===== src/rtl/regfile_wb_arbiter_if.sv =====
// regfile_wb_arbiter_if: writeback request bus and register-file write port
interface regfile_wb_arbiter_if #(
  parameter int N       = 64,
  parameter int NUM_REQ = 3,
  parameter int ADDR_W  = 5
);
  localparam int GW = $clog2(NUM_REQ);
  logic                  rf_stall;
  logic [NUM_REQ-1:0]    req_valid;
  logic [NUM_REQ-1:0]    req_ready;
  logic [NUM_REQ*ADDR_W-1:0] req_addr;
  logic [NUM_REQ*N-1:0]  req_data;
  logic                  rf_we;
  logic [ADDR_W-1:0]     rf_waddr;
  logic [N-1:0]          rf_wdata;
  logic [GW-1:0]         grant_id;
  logic                  x0_drop;
  logic                  contention;
  modport slave (
    input  rf_stall, req_valid, req_addr, req_data,
    output req_ready, rf_we, rf_waddr, rf_wdata, grant_id, x0_drop, contention
  );
  modport master (
    output rf_stall, req_valid, req_addr, req_data,
    input  req_ready, rf_we, rf_waddr, rf_wdata, grant_id, x0_drop, contention
  );
endinterface


===== src/rtl/regfile_wb_arbiter.sv =====
// regfile_wb_arbiter: round-robin arbitration of writeback sources onto one register-file write port
module regfile_wb_arbiter #(
  parameter int N       = 64,
  parameter int NUM_REQ = 3,
  parameter int ADDR_W  = 5
) (
  input  logic clk,
  input  logic reset_n,
  regfile_wb_arbiter_if.slave bus
);
  localparam int GW = $clog2(NUM_REQ);
  logic [GW-1:0]     rr_ptr;
  logic [GW-1:0]     g;
  logic              found;
  logic              take;
  logic [ADDR_W-1:0] g_addr;
  logic [N-1:0]      g_data;
  // Two passes: sources at or above rr_ptr first, then wrap to the lowest indices.
  always_comb begin
    g = '0;
    found = 1'b0;
    for (int j = 0; j < NUM_REQ; j++)
      if (!found && bus.req_valid[j] && GW'(j) >= rr_ptr) begin
        found = 1'b1;
        g = GW'(j);
      end
    for (int j = 0; j < NUM_REQ; j++)
      if (!found && bus.req_valid[j]) begin
        found = 1'b1;
        g = GW'(j);
      end
  end
  always_comb begin
    g_addr = '0;
    g_data = '0;
    for (int j = 0; j < NUM_REQ; j++)
      if (g == GW'(j)) begin
        g_addr = bus.req_addr[j*ADDR_W +: ADDR_W];
        g_data = bus.req_data[j*N +: N];
      end
  end
  assign take           = found && !bus.rf_stall && reset_n;
  assign bus.req_ready  = take ? NUM_REQ'(1) << g : '0;
  assign bus.contention = ($countones(bus.req_valid) > 1) && !bus.rf_stall;
  always_ff @(posedge clk or negedge reset_n) begin
    if (!reset_n) begin
      bus.rf_we    <= 1'b0;
      bus.rf_waddr <= '0;
      bus.rf_wdata <= '0;
      bus.grant_id <= '0;
      bus.x0_drop  <= 1'b0;
      rr_ptr       <= '0;
    end else if (take) begin
      bus.rf_we    <= |g_addr;
      bus.rf_waddr <= g_addr;
      bus.rf_wdata <= g_data;
      bus.grant_id <= g;
      bus.x0_drop  <= ~|g_addr;
      rr_ptr       <= (g == GW'(NUM_REQ-1)) ? '0 : g + 1'b1;
    end else begin
      bus.rf_we    <= 1'b0;
      bus.x0_drop  <= 1'b0;
    end
  end
endmodule


===== src/flat_wrapper.sv =====
// flat-port wrapper written by rule: the top's interface ports become plain ports
module regfile_wb_arbiter_flat 
#(
  parameter int N       = 64,
  parameter int NUM_REQ = 3,
  parameter int ADDR_W  = 5
)
  (clk, reset_n, bus_rf_stall, bus_req_valid, bus_req_addr, bus_req_data, bus_req_ready, bus_rf_we, bus_rf_waddr, bus_rf_wdata, bus_grant_id, bus_x0_drop, bus_contention);
  regfile_wb_arbiter_if #(.N(N), .NUM_REQ(NUM_REQ), .ADDR_W(ADDR_W)) bus_i ();
  input  logic clk;
  input  logic reset_n;
  input wire logic [$bits(bus_i.rf_stall)-1:0] bus_rf_stall;
  input wire logic [$bits(bus_i.req_valid)-1:0] bus_req_valid;
  input wire logic [$bits(bus_i.req_addr)-1:0] bus_req_addr;
  input wire logic [$bits(bus_i.req_data)-1:0] bus_req_data;
  output wire logic [$bits(bus_i.req_ready)-1:0] bus_req_ready;
  output wire logic [$bits(bus_i.rf_we)-1:0] bus_rf_we;
  output wire logic [$bits(bus_i.rf_waddr)-1:0] bus_rf_waddr;
  output wire logic [$bits(bus_i.rf_wdata)-1:0] bus_rf_wdata;
  output wire logic [$bits(bus_i.grant_id)-1:0] bus_grant_id;
  output wire logic [$bits(bus_i.x0_drop)-1:0] bus_x0_drop;
  output wire logic [$bits(bus_i.contention)-1:0] bus_contention;
  assign bus_i.rf_stall = bus_rf_stall;
  assign bus_i.req_valid = bus_req_valid;
  assign bus_i.req_addr = bus_req_addr;
  assign bus_i.req_data = bus_req_data;
  assign bus_req_ready = bus_i.req_ready;
  assign bus_rf_we = bus_i.rf_we;
  assign bus_rf_waddr = bus_i.rf_waddr;
  assign bus_rf_wdata = bus_i.rf_wdata;
  assign bus_grant_id = bus_i.grant_id;
  assign bus_x0_drop = bus_i.x0_drop;
  assign bus_contention = bus_i.contention;
  regfile_wb_arbiter #(.N(N), .NUM_REQ(NUM_REQ), .ADDR_W(ADDR_W)) u_core (.clk(clk), .reset_n(reset_n), .bus(bus_i));
endmodule

===== config.mk =====
export PLATFORM = sky130hd
export DESIGN_NAME = regfile_wb_arbiter_flat
export DESIGN_NICKNAME = d
export VERILOG_FILES = /design/src/rtl/regfile_wb_arbiter_if.sv /design/src/rtl/regfile_wb_arbiter.sv /design/src/flat_wrapper.sv
export SDC_FILE = /design/constraint.sdc
export NUM_CORES = 1
export LEC_CHECK = 0
export ABC_CLOCK_PERIOD_IN_PS = 1700
export CAP_MARGIN = 15
export CELL_PAD_IN_SITES_DETAIL_PLACEMENT = 1
export CELL_PAD_IN_SITES_GLOBAL_PLACEMENT = 1
export CORE_ASPECT_RATIO = 1.4
export CORE_MARGIN = 8
export CORE_UTILIZATION = 23
export CTS_CLUSTER_DIAMETER = 100
export DETAILED_ROUTE_END_ITERATION = 12
export MAX_ROUTING_LAYER = met4
export PLACE_DENSITY = 0.78
export SYNTH_ARGS = -nofsm -noshare
export SYNTH_HDL_FRONTEND = slang
export SYNTH_SLANG_ARGS = --single-unit

===== constraint.sdc =====
create_clock -name clk -period 1.7 [get_ports clk]
set_input_delay 0.17 -clock clk [delete_from_list [all_inputs] [get_ports clk]]
set_output_delay 0.17 -clock clk [all_outputs]
set_load 0.05 [all_outputs]

==> metrics, run 1 <==
outcome finished with violations; failing checks negative setup slack; CP Buf/Inv Count 3; final setup fails 75; met2 Use GR 34.9%; core area 18400 µm²; Post-Syn Area 4270 µm²; DRT iter0 DRCs 173; Tot GR Track Use 18.9%; M1 GR Usage 18.1%; CP Data Required Time 1.53 ns; Final Util 53.1%; Max-cap violations 0; pins over their slew limit 0; area grow syn2layout 129%; CTS clock-pin slew for the worst setup and hold paths 0.06 ns; leakage power 4.49 nW; Hold Path Class primary input to flop; clk root buf clkbuf_16; Worst Slack Setup Final -0.414 ns; NetSw 3.96 mW; drt wl/cell 24.6 µm; CTS tree built; starting density of the core 23.2%; setup TNS -17.98 ns; Arr. time, crit path 1.94 ns; Residual DRC 0; Flop pwr share 25.7%; Cells after Synth 445; RSZ-0062 raised after global routing true; 1st-pass router iterations 4; most used cell, CP buf_8; Yosys warning count 0; initial antenna violation count 3; Routed Antenna Nets 0; FF+latch count, synth 75; Int Power 5.45 mW; I/O Pins 290; sw frac 42.0%; final-stage net count 1030; number of global-route vias before repair 5782; Achievable Freq 473 MHz; Post-Syn Nets 659; Die Ht 177 µm; post-synthesis sequential area ratio 44.0%; Clock Latency Late Sink 0.34 ns; H-tree Lvls 3; remaining global-route overflow 0; number of distinct library cells after synthesis 35; VDD IR-drop max 0.000576 V; CTS Buf Count 9; die area 23200 µm²; Slew headroom 61.9%; Worst-Margin Slew 0.564 ns; CP max stage delay 0.51 ns; Via Count 5261; Crit Path Max Fanout 6; Rows 59; count of placed standard cells including taps 995; DRT Wirelength 26300 µm; Finished Layout Cells 1068; Bufs on Longest Clock Path 2; nature of the critical path startpoint flop; gr busiest metal met2; combinational share of power 54.6%; Critical Path End Type primary output; gp weighted congestion 0.838; Min Clock Period, post-route 2.11 ns; average vias per placed instance 4.93; fillers 1893; share of layout cells above drive strength 1 42.8%; die extent in x 131 µm; post-place instance area 7760 µm²; port buffer count 289; Design Area, Final 9760 µm²; clk_skew 0.00814 ns; Final Hold Viols 0; CTS Sinks 75; syn avg cell area 9.59 µm²; clock power share 19.7%; dpl hpwl 16600 µm; Tcrit/Tclk final 124%; critical path, cell by cell nor3b_4 > o31ai_4 > buf_12 > buf_8 > nor2_4 > buf_8; critical path's top delay family flip-flops; Cell Pwr Density 964 nW/µm²; Worst path slowest cell dfrtp_2; met3 track demand over resource 3.95%; largest net degree at the start of global routing 76; CP Class flop to primary output; first-pass GRT wire length 33200 µm
[sequential cells by signal, summed over array words and instances (netlist names)]
| signal | cells |
|---|---|
| u_core.bus.grant_id | 2 |
| u_core.bus.rf_we | 1 |
| u_core.bus.rf_wdata | 64 |
| u_core.bus.rf_waddr | 5 |
| u_core.bus.x0_drop | 1 |
| u_core.rr_ptr | 2 |
[worst paths after layout]
| check | startpoint | end | slack, ns | cells past startpoint |
|---|---|---|---|---|
| min in group asynchronous | reset_n | u_core.bus.rf_wdata[42] | 0.50 | 3 |
| worst max register to register | u_core.rr_ptr[1] | u_core.bus.rf_wdata[48] | -0.36 | 9 |
| worst min register to register | u_core.bus.rf_wdata[21] | u_core.bus.rf_wdata[21] | 0.48 | 1 |
| worst max-delay path | u_core.rr_ptr[1] | bus_req_ready[2] | -0.41 | 6 |
| max in group asynchronous | reset_n | u_core.rr_ptr[0] | 0.81 | 3 |
| worst min-delay path | reset_n | u_core.bus.rf_wdata[58] | 0.41 | 5 |
[routing by layer]
metal | up-vias | wire length (µm)
met1 | 2608 | 9320
met4 | 0 | 1110
li1 | 2373 | -
met2 | 210 | 14600
met3 | 70 | 1230
met5 | - | 0
[stage by stage]
stage	total power [mW]	setup WS (ns)	hold slack (ns)
2_1_floorplan	4.61	-0.105	-0.126
3_3_place_gp	6.28	-0.447	0.301
3_5_place_dp	6.41	-0.541	0.307
4_1_cts	8.53	-0.313	0.430
5_1_grt	9.78	-0.472	0.412
6_report	9.41	-0.414	0.408
[worst min-delay path: stages]
cell and delay, ns:
buf_4 0.14, o311ai_4 0.07, buf_4 0.12, buf_12 0.15, o21ai_2 0.06
[cells in the final DEF (no fill, tap or decap), types with 2 or more instances in the layout]
master	Yosys	final
nor2_2	0	7
a2bb2o_1	19	2
diode_2	0	3
buf_4	0	118
nand2_1	43	42
clkbuf_8	0	2
inv_1	3	3
o21ai_0	39	6
buf_6	1	22
buf_8	0	9
clkbuf_16	0	16
clkdlybuf4s50_1	0	209
dlygate4sd2_1	0	8
o211a_1	2	2
a21o_1	50	50
o31ai_4	1	2
a211oi_2	0	42
mux2i_1	47	31
o21ai_1	2	14
a2bb2o_2	0	7
dlymetal6s2s_1	0	7
mux2i_4	0	8
nor2_4	0	41
dfrtp_1	75	73
dfrtp_2	0	2
nor2_1	54	6
o31a_1	2	2
buf_12	0	17
clkinv_2	0	2
mux2i_2	0	8
a2bb2o_4	0	10
a211oi_1	47	4
clkinvlp_4	0	2
o21ai_2	0	20
[power by group through the flow]
stage,sequential (mW),clock (mW),combinational (mW)
detailed placement,2.42,0,3.99
finish,2.41,1.85,5.14
floorplan,3.64,0,0.965
global placement,2.39,0,3.88
global route,2.45,1.98,5.35
CTS,2.39,1.90,4.24
[cell type report]
cell class / count / area, µm² / area share [%]
antenna: 3 / 7.51 / 0.0769
inverter: 3 / 11.3 / 0.115
multi-input combinational: 327 / 3170 / 32.5
clock inverter: 4 / 25.0 / 0.256
sequential: 75 / 1880 / 19.3
tap: 244 / 305 / 3.13
clock buffer: 12 / 256 / 2.63
timing repair buffer: 400 / 4100 / 42.0
[Yosys cell counts, drive strengths merged]
cell type,n,area [µm²]
inv,3,11.3
mux2,1,11.3
o311ai,2,25.0
o211a,2,20.0
nand2,43,161
dfrtp,75,1880
nor2b,2,12.5
nand2b,1,6.26
a21oi,2,13.8
ha,1,12.5
nor3b,2,20.0
a31oi,1,6.26
o21ai,41,205
mux2i,47,470
buf,23,116
o41ai,1,16.3
o22ai,2,12.5
o31ai,3,36.3
o211ai,1,7.51
a211oi,47,353
o31a,2,17.5
clkbuf,17,63.8
nor4,1,6.26
a2bb2o,19,190
nor2,54,203
a21o,50,375
nand3b,1,7.51
a21boi,1,11.3
[logic make-up after synthesis]
logic type / count (synthesis) / share of synthesized area [%]
mux: 48 / 11.3
buf+inv: 43 / 4.48
flops: 75 / 44.0
compound gates: 174 / 30.2
fa+ha+maj: 1 / 0.293
simple gates: 104 / 9.76
[timing repair]
action | CTS | global route
cloned | 3 | 10
pin swaps | 11 | 49
hold buffers | 1 | 0
buffers inserted | 20 | 24
resized for setup | 65 | 248
setup endpoints to repair | 81 | 82
hold endpoints to repair | 75 | 0
No activity file was read; power rests on OpenSTA's default activity.
==> run 2: changes to the inputs <==
--- a/config.mk
+++ b/config.mk
@@ -5,17 +5,16 @@
 export SDC_FILE = /design/constraint.sdc
 export NUM_CORES = 1
 export LEC_CHECK = 0
-export ABC_CLOCK_PERIOD_IN_PS = 1700
+export ABC_CLOCK_PERIOD_IN_PS = 2300
 export CAP_MARGIN = 15
 export CELL_PAD_IN_SITES_DETAIL_PLACEMENT = 1
 export CELL_PAD_IN_SITES_GLOBAL_PLACEMENT = 1
 export CORE_ASPECT_RATIO = 1.4
 export CORE_MARGIN = 8
-export CORE_UTILIZATION = 23
+export CORE_UTILIZATION = 25
 export CTS_CLUSTER_DIAMETER = 100
 export DETAILED_ROUTE_END_ITERATION = 12
-export MAX_ROUTING_LAYER = met4
-export PLACE_DENSITY = 0.78
+export PLACE_DENSITY = 0.81
 export SYNTH_ARGS = -nofsm -noshare
 export SYNTH_HDL_FRONTEND = slang
 export SYNTH_SLANG_ARGS = --single-unit
==> constraint.sdc (replaced) <==
create_clock -name clk -period 2.3 [get_ports clk]
set_input_delay 0.23 -clock clk [delete_from_list [all_inputs] [get_ports clk]]
set_output_delay 0.23 -clock clk [all_outputs]
set_load 0.05 [all_outputs]
==> metrics, run 2 (synthesized netlist as in run 1, its figures left out) <==
leakage power 3.70 nW; dpl hpwl 15700 µm; Reg area 1880 µm²; share of layout cells above drive strength 1 7.36%; Min Clock Period, post-route 2.19 ns; Via Count 4616; Design Area, Final 7890 µm²; CTS Buf Count 9; drt wl/cell 20.7 µm; DRT Wirelength 19400 µm; CP Class flop to primary output; final setup fails 0; Clock Latency Late Sink 0.33 ns; I/O Pins 290; post-place instance area 7520 µm²; average vias per placed instance 4.93; Max-cap violations 0; Bufs on Longest Clock Path 2; Hold Path Class primary input to asynchronous set/reset pin; Slew headroom 61.5%; RSZ-0062 raised after global routing false; CP Data Required Time 2.07 ns; remaining global-route overflow 0; fillers 1886; H-tree Lvls 3; antenna cells 0; number of global-route vias before repair 5390; CTS clock-pin slew for the worst setup and hold paths 0.06 ns; R2R depth 5; Worst path slowest cell dfrtp_2; critical path, cell by cell a21oi_2 > o21ai_4 > buf_12 > nor2_1 > buf_4; Biggest register u_core.bus.rf_wdata; core area 16700 µm²; Arr. time, crit path 1.96 ns; CTS Sinks 75; Tot GR Track Use 17.5%; Final Hold Viols 0; Achievable Freq 456 MHz; port buffer count 289; final-stage net count 943; Finished Layout Cells 937; CP max stage delay 0.49 ns; Worst-Margin Slew 0.576 ns; pins over their slew limit 0; Critical Path End Type primary output; Routed Antenna Nets 0; CTS tree built; starting density of the core 25.5%; biggest regs u_core.bus.rf_wdata: 64 flops, u_core.bus.rf_waddr: 5 flops; commonest cells after routing, fill and taps aside clkdlybuf4s50_1, dfrtp_1, nor2_1, a21o_1; area grow syn2layout 84.8%; die extent in x 126 µm; largest net degree at the start of global routing 60; first-pass GRT wire length 29800 µm; clk root buf clkbuf_16; setup TNS 0 ns; Cell Pwr Density 795 nW/µm²; Rows 56; DRT iter0 DRCs 211; Die Ht 171 µm; area of the multi-input gates 2240 µm²; Residual DRC 0; VDD IR-drop max 0.000353 V; Tcrit/Tclk final 95.3%; Crit Path Max Fanout 42; gp weighted congestion 0.819; clk_skew 0.00989 ns; count of placed standard cells including taps 919; most common cell after layout, fill and taps aside clkdlybuf4s50_1; 1st-pass router iterations 4; max reg flops 64; die area 21600 µm²; initial antenna violation count 1; nature of the critical path startpoint flop; outcome complete, no violations
## run 2: cell count changes in the layout (fill, tap and decap cells not counted), moves of 10 or more
cell and delta:
a211oi_1 +43, a211oi_2 -42, a2bb2o_1 +17, a2bb2o_4 -10, buf_4 -97, buf_6 -22
clkdlybuf4s50_1 +75, mux2i_1 +16, nor2_1 +48, nor2_4 -41, o21ai_0 +33, o21ai_1 -13
o21ai_2 -20
## run 2: worst paths after layout
path,start,to,slack [ns]
min in group clk,reset_n,u_core.bus.rf_wdata[60],0.44
max,u_core.rr_ptr[1],bus_req_ready[1],0.11
max reg2reg,u_core.rr_ptr[0],u_core.bus.rf_we,0.18
max in group asynchronous,reset_n,u_core.rr_ptr[1],1.30
min,reset_n,u_core.bus.grant_id[1],0.04
min reg2reg,u_core.bus.rf_wdata[34],u_core.bus.rf_wdata[34],0.47
## run 2: routing by layer
| layer | up-vias | track usage [%] | share of wire [%] |
|---|---|---|---|
| met5 | - | 0 | 0.067 |
| met1 | 2226 | 17.9 | 37 |
| met2 | 173 | 32.8 | 53 |
| li1 | 2185 | - | - |
| met4 | 2 | 5.88 | 2.6 |
| met3 | 30 | 5.79 | 7.6 |
## run 2: power by group
part	internal [mW]	switching, mW	total, mW
clock network	1.06	0.569	1.63
logic	1.19	1.69	2.88
registers	1.59	0.174	1.76
total	3.84	2.44	6.27
## run 2: final cells by class
cell class	instances	area share, %
Inverter	3	0.143
Clock buffer	10	2.90
Timing Repair Buffer	313	40.1
Tap cell	203	3.22
Sequential cell	75	23.8
Clock inverter	6	1.44
Multi-Input combinational cell	327	28.4
## run 2: worst max-delay path: cells and delay by family, from the launching register on
| family | cells | cell delay (ns) |
|---|---|---|
| buf+inv | 2 | 0.46 |
| flops | 1 | 0.49 |
| compound gates | 2 | 0.48 |
| simple gates | 1 | 0.20 |
## run 2: repair_timing
item | in CTS | in global routing
hold buffers | 0 | 0
endpoints found under the hold margin | 0 | 0
endpoints found under the setup margin | 0 | 2
resized for setup | 0 | 3
setup buffers | 0 | 2
## run 2: stage by stage
step	power, mW	hold slack, ns	util (%)	setup WS (ns)
2_1_floorplan	3.39	-0.0656	-	0.191
3_3_place_gp	4.60	0.404	44.9	0.0611
3_5_place_dp	4.68	0.421	44.9	-0.0831
4_1_cts	6.35	0.0653	46.9	0.0289
5_1_grt	6.57	0.0742	47.1	0.0232
6_report	6.27	0.0367	47.1	0.108
==> run 3: changes to the inputs <==
--- a/config.mk
+++ b/config.mk
@@ -13,6 +13,7 @@
 export CORE_MARGIN = 8
 export CORE_UTILIZATION = 25
 export CTS_CLUSTER_DIAMETER = 100
+export CTS_CLUSTER_SIZE = 40
 export DETAILED_ROUTE_END_ITERATION = 12
 export PLACE_DENSITY = 0.81
 export SYNTH_ARGS = -nofsm -noshare
==> results of run 3 <==
No change in the layout: final DEF, timing and power equal those of run 2.
